$ cat config.mk
export PLATFORM = sky130hd
export DESIGN_NAME = hazard_detection_unit
export DESIGN_NICKNAME = d
export VERILOG_FILES = /design/src/rtl/mips_pkg.sv /design/src/rtl/hazard_match.sv /design/src/rtl/hazard_detection_unit.sv
export SDC_FILE = /design/constraint.sdc
export NUM_CORES = 1
export LEC_CHECK = 0
export BUFFER_PORTS_ARGS = -buffer_cell sky130_fd_sc_hd__clkbuf_2
export CORE_ASPECT_RATIO = 1.2
export CORE_MARGIN = 4
export CORE_UTILIZATION = 51
export CTS_CLUSTER_DIAMETER = 100
export DETAILED_ROUTE_END_ITERATION = 8
export PLACE_DENSITY = 0.9
export SLEW_MARGIN = 20
export SYNTH_ARGS = -nofsm -noshare
export SYNTH_HDL_FRONTEND = slang
export SYNTH_SLANG_ARGS = --single-unit
$ cat constraint.sdc
create_clock -name i_clock -period 3 [get_ports i_clock]
set_input_delay 0 -clock i_clock [delete_from_list [all_inputs] [get_ports i_clock]]
set_output_delay 0 -clock i_clock [all_outputs]
set_load 0.005 [all_outputs]
$ cat src/rtl/mips_pkg.sv
// mips_pkg: shared register width and hazard FSM state encoding
package mips_pkg;
    localparam int NB_REG_ADDR = 5;
    typedef enum logic {ST_IDLE, ST_STALL} hdu_state_t;
endpackage

$ cat src/rtl/hazard_match.sv
// hazard_match: one source-vs-destination compare with r0 exclusion and use gating
module hazard_match
    import mips_pkg::*;
#(
    parameter int NB_REG_ADDR = mips_pkg::NB_REG_ADDR
) (
    input  logic [NB_REG_ADDR-1:0] i_src,
    input  logic [NB_REG_ADDR-1:0] i_rd,
    input  logic                   i_we,
    input  logic                   i_use,
    output logic                   o_match
);
    assign o_match = i_use & i_we & (|i_rd) & (i_src == i_rd);
endmodule

$ cat src/rtl/hazard_detection_unit.sv
// hazard_detection_unit: decode-stage stall/bubble/flush control with saturating stall counter
module hazard_detection_unit
    import mips_pkg::*;
#(
    parameter int NB_REG_ADDR = mips_pkg::NB_REG_ADDR,
    parameter int NB_CNT      = 16
) (
    input  logic                   i_clock,
    input  logic                   i_reset,
    input  logic                   i_valid,
    input  logic [NB_REG_ADDR-1:0] i_rs_id,
    input  logic [NB_REG_ADDR-1:0] i_rt_id,
    input  logic                   i_use_rs,
    input  logic                   i_use_rt,
    input  logic                   i_branch_id,
    input  logic                   i_jump_rs_id,
    input  logic [NB_REG_ADDR-1:0] i_rd_ex,
    input  logic                   i_we_ex,
    input  logic                   i_memread_ex,
    input  logic [NB_REG_ADDR-1:0] i_rd_mem,
    input  logic                   i_memread_mem,
    input  logic                   i_taken,
    output logic                   o_stall_pc,
    output logic                   o_stall_ifid,
    output logic                   o_bubble_idex,
    output logic                   o_flush_ifid,
    output logic [NB_CNT-1:0]      o_stall_cnt
);
    hdu_state_t        state_q, state_d;
    logic [1:0]        rem_q, rem_d, n;
    logic [NB_CNT-1:0] cnt_q, cnt_d;
    logic              ctl, use_rt, m_rs_ex, m_rt_ex, m_rs_mem, m_rt_mem, m_ex, m_mem, stall;

    assign ctl    = i_branch_id | i_jump_rs_id;
    assign use_rt = i_use_rt & ~i_jump_rs_id;

    hazard_match #(.NB_REG_ADDR(NB_REG_ADDR)) u_rs_ex (
        .i_src(i_rs_id), .i_rd(i_rd_ex), .i_we(i_we_ex), .i_use(i_use_rs), .o_match(m_rs_ex)
    );
    hazard_match #(.NB_REG_ADDR(NB_REG_ADDR)) u_rt_ex (
        .i_src(i_rt_id), .i_rd(i_rd_ex), .i_we(i_we_ex), .i_use(use_rt), .o_match(m_rt_ex)
    );
    hazard_match #(.NB_REG_ADDR(NB_REG_ADDR)) u_rs_mem (
        .i_src(i_rs_id), .i_rd(i_rd_mem), .i_we(i_memread_mem), .i_use(i_use_rs), .o_match(m_rs_mem)
    );
    hazard_match #(.NB_REG_ADDR(NB_REG_ADDR)) u_rt_mem (
        .i_src(i_rt_id), .i_rd(i_rd_mem), .i_we(i_memread_mem), .i_use(use_rt), .o_match(m_rt_mem)
    );

    assign m_ex  = m_rs_ex | m_rt_ex;
    assign m_mem = m_rs_mem | m_rt_mem;

    always_comb begin
        n       = (state_q != ST_IDLE)          ? 2'd0 :
                  (ctl & m_ex & i_memread_ex)   ? 2'd2 :
                  (ctl & (m_ex | m_mem))        ? 2'd1 :
                  (m_ex & i_memread_ex)         ? 2'd1 : 2'd0;
        stall   = (state_q == ST_STALL) | (n != 2'd0);
        state_d = (state_q == ST_STALL) ? ((rem_q == 2'd1) ? ST_IDLE : ST_STALL) :
                  ((n == 2'd2) ? ST_STALL : ST_IDLE);
        rem_d   = (state_q == ST_STALL) ? rem_q - 2'd1 : ((n == 2'd2) ? 2'd1 : 2'd0);
        cnt_d   = (stall & ~&cnt_q) ? cnt_q + {{(NB_CNT-1){1'b0}}, 1'b1} : cnt_q;
    end

    always_ff @(posedge i_clock) begin
        if (i_reset) begin
            state_q <= ST_IDLE;
            rem_q   <= 2'd0;
            cnt_q   <= '0;
        end else if (i_valid) begin
            state_q <= state_d;
            rem_q   <= rem_d;
            cnt_q   <= cnt_d;
        end
    end

    assign o_stall_pc    = stall;
    assign o_stall_ifid  = stall;
    assign o_bubble_idex = stall;
    assign o_flush_ifid  = i_taken & ~stall;
    assign o_stall_cnt   = cnt_q;
endmodule

==> impl_metrics.toml, run 1 <==
[die]
die_y_um = 62.31
coreArea_um2 = 2330
start_util_pct = 53.81
dieArea_um2 = 3319
row_count = 19
die_x_um = 53.26
pin_count = 51

[timing]
finalClockSkew_ns = 0.004441
whs_ns = 0.1387
slew_violations = 0
tightest_slew_ns = 0.8557
min_period_over_period_pct = 71.84
setup_viol = 0
fin_crit_ns = 2.155
fin_tns_setup_ns = 0
fmax_ghz = 0.4640
slew-limit-headroom_pct = 42.95
rsz0062_at_grt = "false"
finalHoldViolations = 0

[synth]
yosysWarningCount = 0
synthesis.nets = 184
syn_inst = 151
mappedNetlistArea_um2 = 1254
syn_area_per_cell_um2 = 8.303
synth-seq-cells = 19
yosys.cell_types.count = 35
ys_seq_area_share_pct = 30.34

[setup_path]
critPathBufInv = 0
critPathRequiredTime_ns = 3.24
worstSetupEndpointType = "register"
crit_path_cell_trace = "and4_1 > and4_1 > nand2_1 > o21a_1 > o31ai_4 > or4_1 > a21oi_1"
timing.critical_path.mode_cell = "and4_1"
cp.arrival_ns = 2.39
startpoint_type = "register"
crit_fanout = 26
r2r_setup_slack_ns = 0.84
cp_slowest_stage_delay_ns = 0.56
worstSetupPathType = "reg2reg"
cpLargestDelayFamily = "simple AND/OR/NAND/NOR gates"
critPathSlowestCell = "or4_1"

[clock_tree]
numClockSinks = 19
cts_resized = 0
cts.clk_slew.worst_paths_ns = 0.11
htree_levels = 1
cts_made_buffers = 3
cts_tree = "done"
clkLatencyLatePin_ns = 0.30
clockBufferDepth = 2
root_buffer = "clkbuf_4"

[hold_path]
hold_path_class = "in2reg"

[detailed_routing]
post_drt_wl_per_cell_um = 13.92
drc_errors = 0
first_iter_violations = 25
vias = 1325
vias_per_cell = 5.736
antenna_left = 0
wl_mm = 3.216
firstDrtPassIters = 4

[layout]
multi_input_area_um2 = 817.0
n_antenna_cell = 0
final_net_count = 234
drive_gt1_share_pct = 28.00
area_growth_pct = 22.36
nFillCells = 212
ff_latch_area_um2 = 380.4

[grt]
grt_pass1_wl_mm = 5.609
grt_antenna_before_repair = 0
grt_overflow = 0
grt_max_degree = 27
grt_usage_pct = 21.37
grt_pass1_vias = 1318

[placed_design]
dp_hpwl_mm = 2.570
gp_congestion = 0.9009
io_buffers = 50

[flow_run]
cap_viol_max_count = 0

[outcome]
status = "complete, no violations"

[power]
p_per_area_nw_per_um2 = 301.1
leakagePower_nw = 0.6128
ir_drop_uv = 179.3
[flip-flops by register name (all words and copies together) (netlist names)]
name         count
o_stall_cnt     16
rem_q            2
state_q          1
[timing repair]
item	CTS	global route
hold buffers	1	0
setup buffers	0	0
endpoints found under the hold margin	1	0
[worst paths after layout]
| kind | to | cells past startpoint | from |
|---|---|---|---|
| max | o_stall_cnt[9] | 7 | o_stall_cnt[7] |
| min | o_stall_cnt[8] | 2 | i_reset |
| max reg2reg | o_stall_cnt[9] | 7 | o_stall_cnt[7] |
| min reg2reg | rem_q[1] | 2 | rem_q[1] |
[cells in the final DEF (no fill, tap or decap), types with 4 or more instances in the layout]
cell type,synthesis,final
nor2_1,8,8
nand3_1,9,9
dfxtp_1,19,19
or3_1,8,8
a21oi_1,14,14
xor2_1,18,18
or4_1,6,6
nand2_1,9,9
xnor2_1,5,5
o31ai_1,4,4
clkbuf_2,0,50
o21ai_0,9,9
[area by class of cell]
class	count	area share (%)
Tap cell	31	2.529
Multi-Input combinational cell	123	53.26
Inverter	3	0.7341
Sequential cell	19	24.80
Clock buffer	4	1.713
Timing Repair Buffer	51	16.97
[stage by stage]
step	std cells	utilization [%]	setup slack (ns)	cell area, um2	power (mW)
final	231	65.84	0.8448	1534	0.4618
after global routing	231	65.84	0.7257	1534	0.4871
after CTS	231	65.84	0.8511	1534	0.4621
after global placement	226	64.29	0.9105	1498	0.3304
after detailed placement	226	64.29	0.8001	1498	0.3345
after floorplan	151	-	1.147	1254	0.2971
[where the power goes]
group          switching [mW]  internal, mW  leakage [nW]  total [mW]
registers             0.00104         0.253         0.153       0.254
clock network          0.0798        0.0518        0.0150       0.132
logic                  0.0408        0.0353         0.445      0.0761
total                   0.122         0.340         0.613       0.462
[routing by layer]
layer  routed length [um]  GRT usage (%)
met3                  200          2.871
met4                   78          10.54
met2                 1669          36.66
met5                    0              0
met1                 1268          24.78
[cells by family after synthesis]
family | share of synthesized area (%)
compound gates | 19.16
xor+xnor | 16.07
fa+ha+maj | 1.996
buf+inv | 4.491
flops | 30.34
mux | 0.7984
simple gates | 27.15
[worst reg2reg max path: cells and delay by family, from the launching register on]
family	cells	cell delay, ns
and+or+nand+nor	4	1.15
DFF	1	0.37
AOI/OAI and AO/OA	3	0.58
[Yosys cell counts (all sizes together)]
cell type,number,share of area (%)
dfxtp,19,30
a211oi,2,1.6
nor4,4,2.5
and2,3,1.5
or4,6,3.6
xor2,18,13
clkbuf,2,0.60
o311ai,2,1.4
xnor2,5,3.5
ha,2,2.0
o31ai,5,4.1
a22oi,1,0.60
inv,3,0.90
o21ai,10,4.0
nor2,8,2.4
mux2i,1,0.80
a2111oi,1,0.70
buf,4,3.0
and4,3,2.1
and3,1,0.50
a21oi,14,5.6
nor2b,2,1.0
nand4,3,1.5
nand3,9,3.6
nand2,9,2.7
nor3,2,0.80
nand2b,2,1.0
or3,8,4.0
o21a,1,0.60
a21boi,1,0.60
Power figures use the tool's default switching activity.
==> run 2: changes to the inputs <==
--- a/config.mk
+++ b/config.mk
@@ -5,13 +5,14 @@
 export SDC_FILE = /design/constraint.sdc
 export NUM_CORES = 1
 export LEC_CHECK = 0
+export ABC_AREA = 1
 export BUFFER_PORTS_ARGS = -buffer_cell sky130_fd_sc_hd__clkbuf_2
 export CORE_ASPECT_RATIO = 1.2
 export CORE_MARGIN = 4
-export CORE_UTILIZATION = 51
+export CORE_UTILIZATION = 46
 export CTS_CLUSTER_DIAMETER = 100
 export DETAILED_ROUTE_END_ITERATION = 8
-export PLACE_DENSITY = 0.9
+export PLACE_DENSITY = 0.82
 export SLEW_MARGIN = 20
 export SYNTH_ARGS = -nofsm -noshare
 export SYNTH_HDL_FRONTEND = slang
==> constraint.sdc (replaced) <==
create_clock -name i_clock -period 1.95 [get_ports i_clock]
set_input_delay 0 -clock i_clock [delete_from_list [all_inputs] [get_ports i_clock]]
set_output_delay 0 -clock i_clock [all_outputs]
set_load 0.005 [all_outputs]
==> impl_metrics.toml, run 2 <==
[detailed_routing]
vias_per_cell = 5.327
post_drt_wl_per_cell_um = 12.53
drc_errors = 0
vias = 1955
antenna_left = 0
wl_mm = 4.598
first_iter_violations = 115
firstDrtPassIters = 4

[placed_design]
pre_cts_ws_ns = 0.08439
dp_cells = 353
io_buffers = 50
dp_hpwl_mm = 3.215
gp_congestion = 0.9035

[synth]
synth_edf_count = 0
synth.largest_area_cell = "dfxtp_1"
yosys.cell_types.count = 27
synth-main-ff-cell = "dfxtp_1"
syn_area_per_cell_um2 = 5.955
synth-seq-cells = 19
syn_inst = 270
synth_area_leaders = "dfxtp_1 24%, nand2_1 21%, inv_1 8.2%, nor2_1 7.0%, nand4_1 6.2%"
yosysMostFrequentCell = "nand2_1"
yosysWarningCount = 0
synthesis.nets = 303
ys_seq_area_share_pct = 23.66
mappedNetlistArea_um2 = 1608
yosys-top-cells-count = "92 x nand2_1, 35 x inv_1, 30 x nor2_1"
netlist.area_leader.share_pct = 23.66
postSynth.asyncResetShare_pct = 0

[flow_run]
cap_viol_max_count = 0

[layout]
drive_gt1_share_pct = 30.30
n_antenna_cell = 0
largest_reg_flops = 16
layout.cells.non_filler = 367
final_common_cell = "nand2_1"
utilization_pct = 62.06
ff_latch_area_um2 = 382.9
area_growth_pct = 29.96
multi_input_area_um2 = 1111
final_net_count = 364
most-common-layout-cells = "83 x nand2_1, 50 x clkbuf_2, 34 x inv_1"
nFillCells = 318

[grt]
grt_pass1_vias = 1716
grt_overflow = 0
grt_max_degree = 22
grt_antenna_before_repair = 0
grt_usage_pct = 18.97
grt_pass1_wl_mm = 6.617

[setup_path]
critPathRequiredTime_ns = 2.09
cp.arrival_ns = 2.08
worstSetupEndpointType = "register"
crit_fanout = 6
worstSetupPathType = "reg2reg"
startpoint_type = "register"

[clock_tree]
clockBufferDepth = 2
root_buffer = "clkbuf_8"
clkLatencyLatePin_ns = 0.27
numClockSinks = 19
cts.clk_slew.worst_paths_ns = 0.08
cts_made_buffers = 3
cts_tree = "done"
htree_levels = 1

[timing]
min_period_over_period_pct = 99.28
finalHoldViolations = 0
whs_ns = 0.1802
fin_crit_ns = 1.936
slew_violations = 0
finalClockSkew_ns = 0.01275
slew-limit-headroom_pct = 66.11
rsz0062_at_grt = "true"
setup_viol = 0
fin_tns_setup_ns = 0
worst_slack_ns = 0.01410
fmax_ghz = 0.5166
tightest_slew_ns = 0.5084

[die]
row_count = 23
coreArea_um2 = 3367
start_util_pct = 47.75
die_x_um = 61.97
die_y_um = 72.77
dieArea_um2 = 4509
pin_count = 51

[power]
leakagePower_nw = 1.069
ir_drop_uv = 601.2
p_per_area_nw_per_um2 = 390.3

[hold_path]
hold_path_class = "in2reg"

[outcome]
status = "complete, no violations"
## run 2: what timing repair did
action	in CTS	in global routing
resized for setup	0	23
endpoints found under the hold margin	0	0
hold buffers	0	0
endpoints found under the setup margin	0	14
buffers inserted	0	8
## run 2: critical path, stage by stage, from the launching register on
cell and delay (ns):
dfxtp_2 0.36, ha_4 0.16, nand2_4 0.05, inv_2 0.05
nand2_2 0.05, nor2_4 0.16, nand2_4 0.09, nor4_4 0.36
buf_4 0.18, nand2_2 0.11, nand4_1 0.17, a21oi_1 0.08
## run 2: layer usage
metal,global-route usage [%],routed length (um),vias to the layer above
li1,-,-,982
met5,0,0,-
met4,5.896,86,0
met3,3.717,292,8
met1,21.24,1799,885
met2,34.56,2419,80
## run 2: kinds of logic after synthesis
logic type	share of synthesized area, %
flops	23.66
xor+xnor	7.082
buf+inv	12.76
fa+ha+maj	1.556
compound gates	7.471
simple gates	47.47
## run 2: layout make-up
class / count / area share (%)
multi-input cells: 207 / 53.17
repair buffers: 64 / 17.60
clock inverters: 1 / 0.2395
well taps: 37 / 2.216
clock buffers: 3 / 1.976
flip-flops and latches: 19 / 18.32
inverters: 36 / 6.467
## run 2: power by group
part | internal (mW) | switching, mW | leakage (nW)
Sequential | 0.389 | 0.000739 | 0.154
Combinational | 0.0548 | 0.0925 | 0.889
Clock | 0.142 | 0.136 | 0.0255
Total | 0.586 | 0.230 | 1.07
## run 2: through the flow
stage	power [mW]	area [um2]
after floorplan	0.4817	1608
after global placement	0.5369	1879
after detailed placement	0.5394	1879
after CTS	0.8166	1926
after global routing	0.8539	2090
final	0.8156	2090
## run 2: worst paths after layout
check,startpoint,to,slack [ns],depth (start not counted)
worst max-delay path,o_stall_cnt[1],o_stall_cnt[5],0.01,11
worst min-delay path,i_memread_ex,state_q,0.18,4
worst max register to register,o_stall_cnt[1],o_stall_cnt[5],0.01,11
worst min register to register,rem_q[1],rem_q[1],0.47,2
